[src/rtl/uart_pkg.sv]
// Shared UART definitions: receive framer states and the frame/oversampling
// constants used by the framer, the phase counter and the baud generator.
package uart_pkg;

    typedef enum logic [2:0] {
        ST_IDLE  = 3'd0,
        ST_START = 3'd1,
        ST_DATA  = 3'd2,
        ST_STOP  = 3'd3,
        ST_BREAK = 3'd4
    } rx_state_e;

    localparam int UART_DATA_BITS  = 8;
    localparam int UART_OVERSAMPLE = 16;

endpackage

[src/rtl/bit_synchronizer.sv]
// Multi-flop synchroniser for a single asynchronous input; every stage
// resets to 1 so an idle-high line sees no spurious edge after reset.
module bit_synchronizer #(
    parameter int STAGES = 2
) (
    input  logic clk,
    input  logic rst,
    input  logic d_i,
    output logic q_o
);

    logic [STAGES-1:0] sync_q;

    always_ff @(posedge clk) begin
        if (rst) begin
            sync_q <= '1;
        end else begin
            sync_q <= {sync_q[STAGES-2:0], d_i};
        end
    end

    assign q_o = sync_q[STAGES-1];

endmodule

[src/rtl/uart_rx_framer.sv]
// 8N1 receive framer: detects start bits on the synchronised line and samples
// each bit on the phase counter's centre tick, emitting bytes or framing errors.
module uart_rx_framer
    import uart_pkg::*;
#(
    parameter int DATA_BITS   = UART_DATA_BITS,
    parameter int SYNC_STAGES = 2
) (
    input  logic                 clk,
    input  logic                 rst,
    input  logic                 rx,
    input  logic                 center_tick,
    output logic                 phase_arm,
    output logic [DATA_BITS-1:0] data,
    output logic                 data_valid,
    output logic                 frame_err,
    output logic [2:0]           state_dbg
);

    localparam int IDX_W = $clog2(DATA_BITS + 1);

    rx_state_e            state_q, state_d;
    logic [IDX_W-1:0]     idx_q, idx_d;
    logic [DATA_BITS-1:0] shift_q, shift_d;
    logic [DATA_BITS-1:0] data_q, data_d;
    logic                 valid_q, valid_d;
    logic                 err_q, err_d;
    logic                 rx_s;
    logic                 rx_d_q;
    logic                 fall_edge;

    bit_synchronizer #(
        .STAGES (SYNC_STAGES)
    ) u_rx_sync (
        .clk (clk),
        .rst (rst),
        .d_i (rx),
        .q_o (rx_s)
    );

    assign fall_edge = rx_d_q & ~rx_s;

    always_ff @(posedge clk) begin
        if (rst) begin
            state_q <= ST_IDLE;
            idx_q   <= '0;
            shift_q <= '0;
            data_q  <= '0;
            valid_q <= 1'b0;
            err_q   <= 1'b0;
            rx_d_q  <= 1'b1;
        end else begin
            state_q <= state_d;
            idx_q   <= idx_d;
            shift_q <= shift_d;
            data_q  <= data_d;
            valid_q <= valid_d;
            err_q   <= err_d;
            rx_d_q  <= rx_s;
        end
    end

    always_comb begin
        state_d = state_q;
        idx_d   = idx_q;
        shift_d = shift_q;
        data_d  = data_q;
        valid_d = 1'b0;
        err_d   = 1'b0;
        unique case (state_q)
            // A tick coinciding with the edge is deliberately ignored here.
            ST_IDLE: begin
                if (fall_edge) state_d = ST_START;
            end
            ST_START: begin
                if (center_tick) begin
                    if (!rx_s) begin
                        state_d = ST_DATA;
                        idx_d   = '0;
                    end else begin
                        state_d = ST_IDLE;
                    end
                end
            end
            ST_DATA: begin
                if (center_tick) begin
                    shift_d = {rx_s, shift_q[DATA_BITS-1:1]};
                    idx_d   = idx_q + IDX_W'(1);
                    if (idx_q == IDX_W'(DATA_BITS - 1)) state_d = ST_STOP;
                end
            end
            ST_STOP: begin
                if (center_tick) begin
                    if (rx_s) begin
                        data_d  = shift_q;
                        valid_d = 1'b1;
                        state_d = ST_IDLE;
                    end else begin
                        err_d   = 1'b1;
                        state_d = ST_BREAK;
                    end
                end
            end
            // Line must return high before another start bit can be seen.
            ST_BREAK: begin
                if (rx_s) state_d = ST_IDLE;
            end
            default: state_d = ST_IDLE;
        endcase
    end

    assign phase_arm  = (state_q == ST_IDLE) || (state_q == ST_BREAK);
    assign data       = data_q;
    assign data_valid = valid_q;
    assign frame_err  = err_q;
    assign state_dbg  = state_q;

endmodule

[config.mk]
export PLATFORM = sky130hd
export DESIGN_NAME = uart_rx_framer
export DESIGN_NICKNAME = d
export VERILOG_FILES = /design/src/rtl/uart_pkg.sv /design/src/rtl/bit_synchronizer.sv /design/src/rtl/uart_rx_framer.sv
export SDC_FILE = /design/constraint.sdc
export NUM_CORES = 1
export LEC_CHECK = 0
export ABC_AREA = 1
export CAP_MARGIN = 25
export CORE_MARGIN = 2
export CORE_UTILIZATION = 51
export DETAILED_ROUTE_END_ITERATION = 16
export GPL_TIMING_DRIVEN = 0
export PLACE_DENSITY = 0.83
export SETUP_SLACK_MARGIN = 0.2
export SYNTH_ARGS = -nofsm -noshare
export SYNTH_HDL_FRONTEND = slang
export SYNTH_SLANG_ARGS = --single-unit
[constraint.sdc]
create_clock -name clk -period 1.45 [get_ports clk]
set_clock_uncertainty 0.15 [all_clocks]
set_input_delay 0.29 -clock clk [delete_from_list [all_inputs] [get_ports clk]]
set_output_delay 0.29 -clock clk [all_outputs]
set_load 0.005 [all_outputs]
Word-level counts from Yosys, hierarchy flattened --
Index checks and enable logic that the tools add are counted.
Storage, ports and cells: bits in registers 28, input port bits 4, output and inout port bits 14
Operators by class: $add $sub $neg 1, equality and inequality tests 12, multiplexer cells 15, bitwise gates (word level) 4, reductions and logical operators 8
Operators with widths (count):
- $mux W3 | 7
- $pmux W3 S5 | 1
- $mux W4 | 3
- $ne A2 B2 Y1 const B | 6
- $pmux W4 S2 | 1
- $eq A3 B2 Y1 const B | 2
- $reduce_and A6 Y1 | 1
- $add A4 B1 Y4 const B | 1
- $eq A4 B3 Y1 const B | 1
- $reduce_and A4 Y1 | 1
- $eq A3 B1 Y1 const B | 1
- $eq A3 B3 Y1 const B | 1
- $logic_not A3 Y1 | 1
- $not A1 Y1 | 3
- $reduce_and A3 Y1 | 1
- $reduce_or A3 Y1 | 1
- $mux W1 | 2
- $mux W2 | 1
- $ne A2 B1 Y1 const B | 1
- $reduce_and A2 Y1 | 1
- $reduce_bool A2 Y1 | 1
- $and A1 B1 Y1 | 1
- $logic_or A1 B1 Y1 | 1

Logic depth before layout (Yosys ltp) --
Gate-level depths: netlist of run 1.
depth in word-level cells 4, mapped depth 9

By module --
Synthesis of run 1 repeated with hierarchy kept, for this count alone.
Unflattened totals: cells, all modules 148, area total of the unflattened synthesis 1124.8 um2
Modules (own cells, without submodules):
- uart_rx_framer | times used 1, cells an instance 141, area an instance 1066.0 um2
- bit_synchronizer | times used 1, cells an instance 7, area an instance 58.8 um2

Least setup slack after synthesis of run 1 --
OpenSTA, ideal clock, no wires.
path kind register -> register, from register state_q[0], in the netlist state_dbg[0], to register data_q[0], in the netlist data[0], setup time 132 ps, data arrival time 1033 ps, required time 1168 ps, slack 134 ps, cell stages (with the launch flop) 6, buffers on the path 0, period minus slack after synthesis 1316 ps, cell sequence dfxtp_1 nand3_2 nor2_4 nand2_2 nand2_1 a21oi_1
On the way: cells in the longest elaborated chain, start to end 2
Ends and longest elaborated chain:
- start: declaration | line uart_rx_framer.sv:22 | rx_state_e state_q, state_d;
- start signal: assignment | line uart_rx_framer.sv:53 | state_q <= state_d;
- $eq A3 B2 Y1 | line uart_rx_framer.sv:70 | unique case (state_q)
- $reduce_and A3 Y1 (no source line)
- end signal: assignment | line uart_rx_framer.sv:56 | data_q <= data_d;
- end: declaration | line uart_rx_framer.sv:25 | logic [DATA_BITS-1:0] data_q, data_d;
No other way between the ends. A chain may end at the register's enable or synchronous reset.

Final worst setup path of run 1 --
from register state_q[2], in the netlist state_dbg[2], to register idx_q[3]
On the way: cells in the longest elaborated chain, start to end 3, elaborated cells between the ends (all ways) 8, classes of those cells eq/ne (5); mux (1); reduce/logical (2)
Ends and longest elaborated chain:
- $eq A3 B1 Y1 or $eq A3 B2 Y1 (tied branches) | line uart_rx_framer.sv:70
- $ne A2 B2 Y1 (no source line) or $reduce_bool A2 Y1 (tied branches)
- $reduce_and A4 Y1 (no source line)
- end signal: assignment | line uart_rx_framer.sv:54 | idx_q <= idx_d;
- end: declaration | line uart_rx_framer.sv:23 | logic [IDX_W-1:0] idx_q, idx_d;
Several ways; a longest one is shown, not always the timed one.

==> results.toml, run 1 <==
[global_route]
grt_max_degree = 17
overflow = 0
grt_pass1_wl_um = 4500
grt_pass1_vias = 1019
antenna_found_initial = 0
grt.total_usage = 0.234

[clocking]
cts_root_buffer = "clkbuf_4"
path_clk_slew_ps = 150
clock_path_buffers = 2
hold_buffers = 0
h-tree-depth = 1
cts_sinks = 28
cts_buffers = 3
insertion_delay_ps = 340
cts_tree = "yes"

[placed_design]
place_hpwl_um = 1700
globalplace.congestion = 0.814
io_buffer_count = 17

[yosys]
synthMuxAreaShare = 0
synth-seq-area-share = 0.489
synth_top_family_by_area = "simple AND/OR/NAND/NOR gates"
postSynthCellCount = 152
synth_xor_xnor_area_share = 0
ys_warn_count = 0
synthesis.area_mm2 = 0.00115
yosys.area_share.simple = 0.322
yosys.area.top_type_share = 0.489
avgSynthCellArea_um2 = 7.55
synth_compound_area_frac = 0.113
yosysTopAreaCell = "dfxtp_1"
synth_cell_types = 18
synthAdderAreaFrac = 0.0109
yosys-top-cells-area = "dfxtp_1 49%, nand2_1 9.2%, nor2_1 8.5%, a21oi_1 6.5%, nand3_1 6.5%"
synth_nets = 157
synth_seq_cells = 28

[critical_path]
critPathRequiredTime_ps = 1580
cp_max_fo = 9
end_kind = "register"
cp.arrival_ps = 1610
path_class = "register to register"
cp-start-kind = "register"

[die]
floorplan.initialDensity = 0.529
coreArea_mm2 = 0.00217
row_count = 17
die_w_um = 51.4
io_pins = 18
die_y_um = 51.4
die_area_mm2 = 0.00265

[routing]
antenna_left = 0
wl_per_cell_um = 13.8
dr.first_iter.drc_count = 18
drc = 0
drt-total-wl_um = 3020
first_pass_iters = 4
vias = 1131
viasPerCell = 5.16

[cells_and_area]
final_cell_mix = "20 x nand2_1, 19 x nor2_1, 14 x dfxtp_1"
nets = 197
final_common_cell = "nand2_1"
drive_gt1_frac = 0.534
antenna_cells = 0
fin_util = 0.804
fillerInstances = 148
syn_to_final_growth_pct = 52.0

[power]
p_per_area_mw_per_mm2 = 1260
ir_drop_v = 0.00126
power.total_mw = 2.19
p_leak_nw = 0.762

[timing]
max_freq_mhz = 677
worstMarginPinSlew_ps = 292
min_period_ps = 1480
setup_viol = 2
slew_headroom = 0.805
drv_slew = 0
fin_ws_ps = -27.8
report.final.hold_viol_count = 0
rsz0062_at_grt = "true"
whs_ps = 306
fin_crit_sh = 1.02

[run]
maxCapViolations = 0

[outcome]
violations = "setup timing"
status = "finished with violations"

[worst_hold_path]
min_path_type = "register to register"
what timing repair did:
action                     CTS  global route
gates resized for setup     89            45
buffers inserted            11             6
pin swaps                   16            26
setup endpoints to repair   38            37
cloned                       1             0
area by class of cell:
| class | count | area [um2] | share of cell area |
|---|---|---|---|
| multi-input cells | 107 | 693 | 0.397 |
| well taps | 28 | 35.0 | 0.0201 |
| inverters | 13 | 56.3 | 0.0323 |
| clock buffers | 3 | 22.5 | 0.0129 |
| repair buffers | 35 | 295 | 0.169 |
| flip-flops and latches | 28 | 583 | 0.334 |
| plain buffers | 4 | 28.8 | 0.0165 |
| clock inverters | 1 | 30.0 | 0.0172 |
metal layers:
layer	global-route usage	wire, um	up-vias
li1	-	-	568
met1	0.281	1260	538
met2	0.391	1600	18
met3	0.0292	77	7
met4	0.154	84	0
met5	0	0	-
cells in the mapped netlist:
cell,instances
o21ai_0,11
nand3_2,1
nor2_2,1
clkbuf_1,2
nand2_2,2
inv_4,1
a21oi_1,15
nor2_1,26
nor3_1,1
nor2_4,4
dfxtp_1,28
nand2_1,28
ha_1,1
or2_2,2
inv_1,12
buf_6,1
nand3_1,15
buf_2,1
logic make-up (layout without fill, tap and decap cells):
logic type,count (synthesis),after routing
AND/OR/NAND/NOR,80,80
adder cells (fa/ha/maj),1,1
flip-flops,28,28
AO/OA/AOI/OAI,26,26
buffers and inverters,17,56
final timing paths:
kind,startpoint,to,slack [ps],depth (start not counted)
max,state_dbg[2],idx_q[3],-30,8
min,u_rx_sync.sync_q[0],u_rx_sync.sync_q[1],310,1
max reg2reg,state_dbg[2],idx_q[3],-30,8
min reg2reg,u_rx_sync.sync_q[0],u_rx_sync.sync_q[1],310,1
metrics by stage:
stage               cells  area, um2  setup slack (ps)  TNS, ps
floorplan             152       1150               182        0
global placement      197       1360              -317    -5970
detailed placement    197       1360              -348    -6840
CTS                   213       1550              10.3        0
global route          219       1740             -87.4     -651
finish                219       1740             -27.8    -43.6
sequential cells by signal, summed over array words and instances, names as in the netlist:
register and flops:
data 8, data_valid 1, frame_err 1, idx_q 4
rx_d_q 1, shift_q 8, state_dbg 3, u_rx_sync.sync_q 2
critical path, cell delays in order (launching register included):
cell     delay (ps)
dfxtp_2         360
buf_6           130
nor2_4          160
nand2_4          90
nor2_4          150
inv_4            90
nor2_4           80
nand2_1          70
a21oi_2         140
power by group:
part           internal (mW)  total [mW]  switching [mW]  leakage [nW]
logic                  0.340       0.743           0.404         0.500
clock network          0.280       0.517           0.237        0.0279
registers              0.854       0.931          0.0776         0.234
total                   1.47        2.19           0.718         0.762
No activity file was read; power rests on OpenSTA's default activity.
==> inputs of run 2 (changes only) <==
GPL_TIMING_DRIVEN = 1   (was 0)
==> results.toml, run 2 (synthesized netlist as in run 1, its figures left out) <==
[global_route]
grt_pass1_wl_um = 5000
grt.total_usage = 0.249
overflow = 0
grt_max_degree = 17
antenna_found_initial = 0
gr-usage-met2 = 0.453
use_met3 = 0.0351
met1_usage = 0.289
grt_pass1_vias = 1141
grt_busiest_layer = "met2"

[run]
maxCapViolations = 0

[timing]
fin_ws_ps = -121
rsz0062_at_grt = "true"
worstMarginPinSlew_ps = 258
fin_crit_sh = 1.08
report.final.hold_viol_count = 0
setup_viol = 15
min_period_ps = 1570
drv_slew = 0
max_freq_mhz = 637
slew_headroom = 0.828

[die]
die_y_um = 51.4
floorplan.initialDensity = 0.529
die_w_um = 51.4
coreArea_mm2 = 0.00217
io_pins = 18
die_area_mm2 = 0.00265
row_count = 17

[routing]
drt-total-wl_um = 3540
drc = 0
first_pass_iters = 4
vias = 1249
wl_per_cell_um = 15.7
viasPerCell = 5.55
dr.first_iter.drc_count = 38
antenna_left = 0

[cells_and_area]
fin_cells = 225
final_cell_mix = "20 x nand2_1, 20 x nor2_1, 18 x buf_4"
antenna_cells = 0
nets = 203
drive_gt1_frac = 0.503
fin_area_mm2 = 0.00174
register_area_um2 = 586
fillerInstances = 137
syn_to_final_growth_pct = 52.0
multi_input_area_um2 = 657
fin_util = 0.804

[clocking]
cts_tree = "yes"
insertion_delay_ps = 330
cts_sinks = 28
path_clk_slew_ps = 150
h-tree-depth = 1
cts_root_buffer = "clkbuf_4"
cts_buffers = 3
hold_buffers = 0
clock_path_buffers = 2

[outcome]
violations = "setup timing"
status = "finished with violations"

[critical_path]
cp.arrival_ps = 1650
cp-start-kind = "register"
path_class = "register to register"
critPathRequiredTime_ps = 1530
cp_max_fo = 5
end_kind = "register"

[power]
p_per_area_mw_per_mm2 = 1330
ir_drop_v = 0.00122
p_leak_nw = 0.752
power.total_mw = 2.31

[worst_hold_path]
min_path_type = "register to register"

[placed_design]
place_inst = 204
place_hpwl_um = 1760
dpl-instance-area_mm2 = 0.00142
globalplace.congestion = 0.795
io_buffer_count = 17
place_worst_setup_slack_ps = -276
[run 2: worst max-delay path: stages, from the launching register on]
cell	delay, ps
dfxtp_4	370
buf_6	120
nor2_4	110
buf_6	100
buf_6	100
nand2_2	50
nand2_2	80
nand2_4	70
a21oi_1	230
nor2_1	90
[run 2: area by class of cell]
cell class | instances | share of cell area
clock buffers | 3 | 0.0129
clock inverters | 1 | 0.0172
inverters | 13 | 0.0308
multi-input cells | 107 | 0.377
flip-flops and latches | 28 | 0.336
well taps | 28 | 0.0201
repair buffers | 44 | 0.202
repair inverters | 1 | 0.00430
[run 2: final timing paths]
kind / slack [ps] / depth (start not counted) / endpoint / startpoint
max: -120 / 9 / state_dbg[1] / state_dbg[1]
min: 280 / 1 / u_rx_sync.sync_q[1] / u_rx_sync.sync_q[0]
max reg2reg: -120 / 9 / state_dbg[1] / state_dbg[1]
min reg2reg: 280 / 1 / u_rx_sync.sync_q[1] / u_rx_sync.sync_q[0]
[run 2: stage by stage]
stage | hold WS [ps] | TNS, ps
after global routing | 290 | -1690
after CTS | 279 | -214
after detailed placement | 247 | -4890
final | 279 | -714
after floorplan | 209 | 0
after global placement | 243 | -3710
[run 2: report_power, final]
part	total (mW)	internal (mW)	switching, mW
Combinational	0.884	0.426	0.458
Sequential	0.916	0.851	0.0650
Clock	0.514	0.280	0.234
Total	2.31	1.56	0.757
[run 2: routing by layer]
layer | vias up | wire [um]
li1 | 580 | -
met1 | 577 | 1360
met2 | 71 | 1760
met3 | 21 | 215
met4 | 0 | 202
met5 | - | 0
[run 2: timing repair]
item | in CTS | in global routing
buffers inserted | 11 | 4
pin swaps | 15 | 21
gates cloned | 2 | 0
resized for setup | 99 | 24
endpoints found under the setup margin | 38 | 36
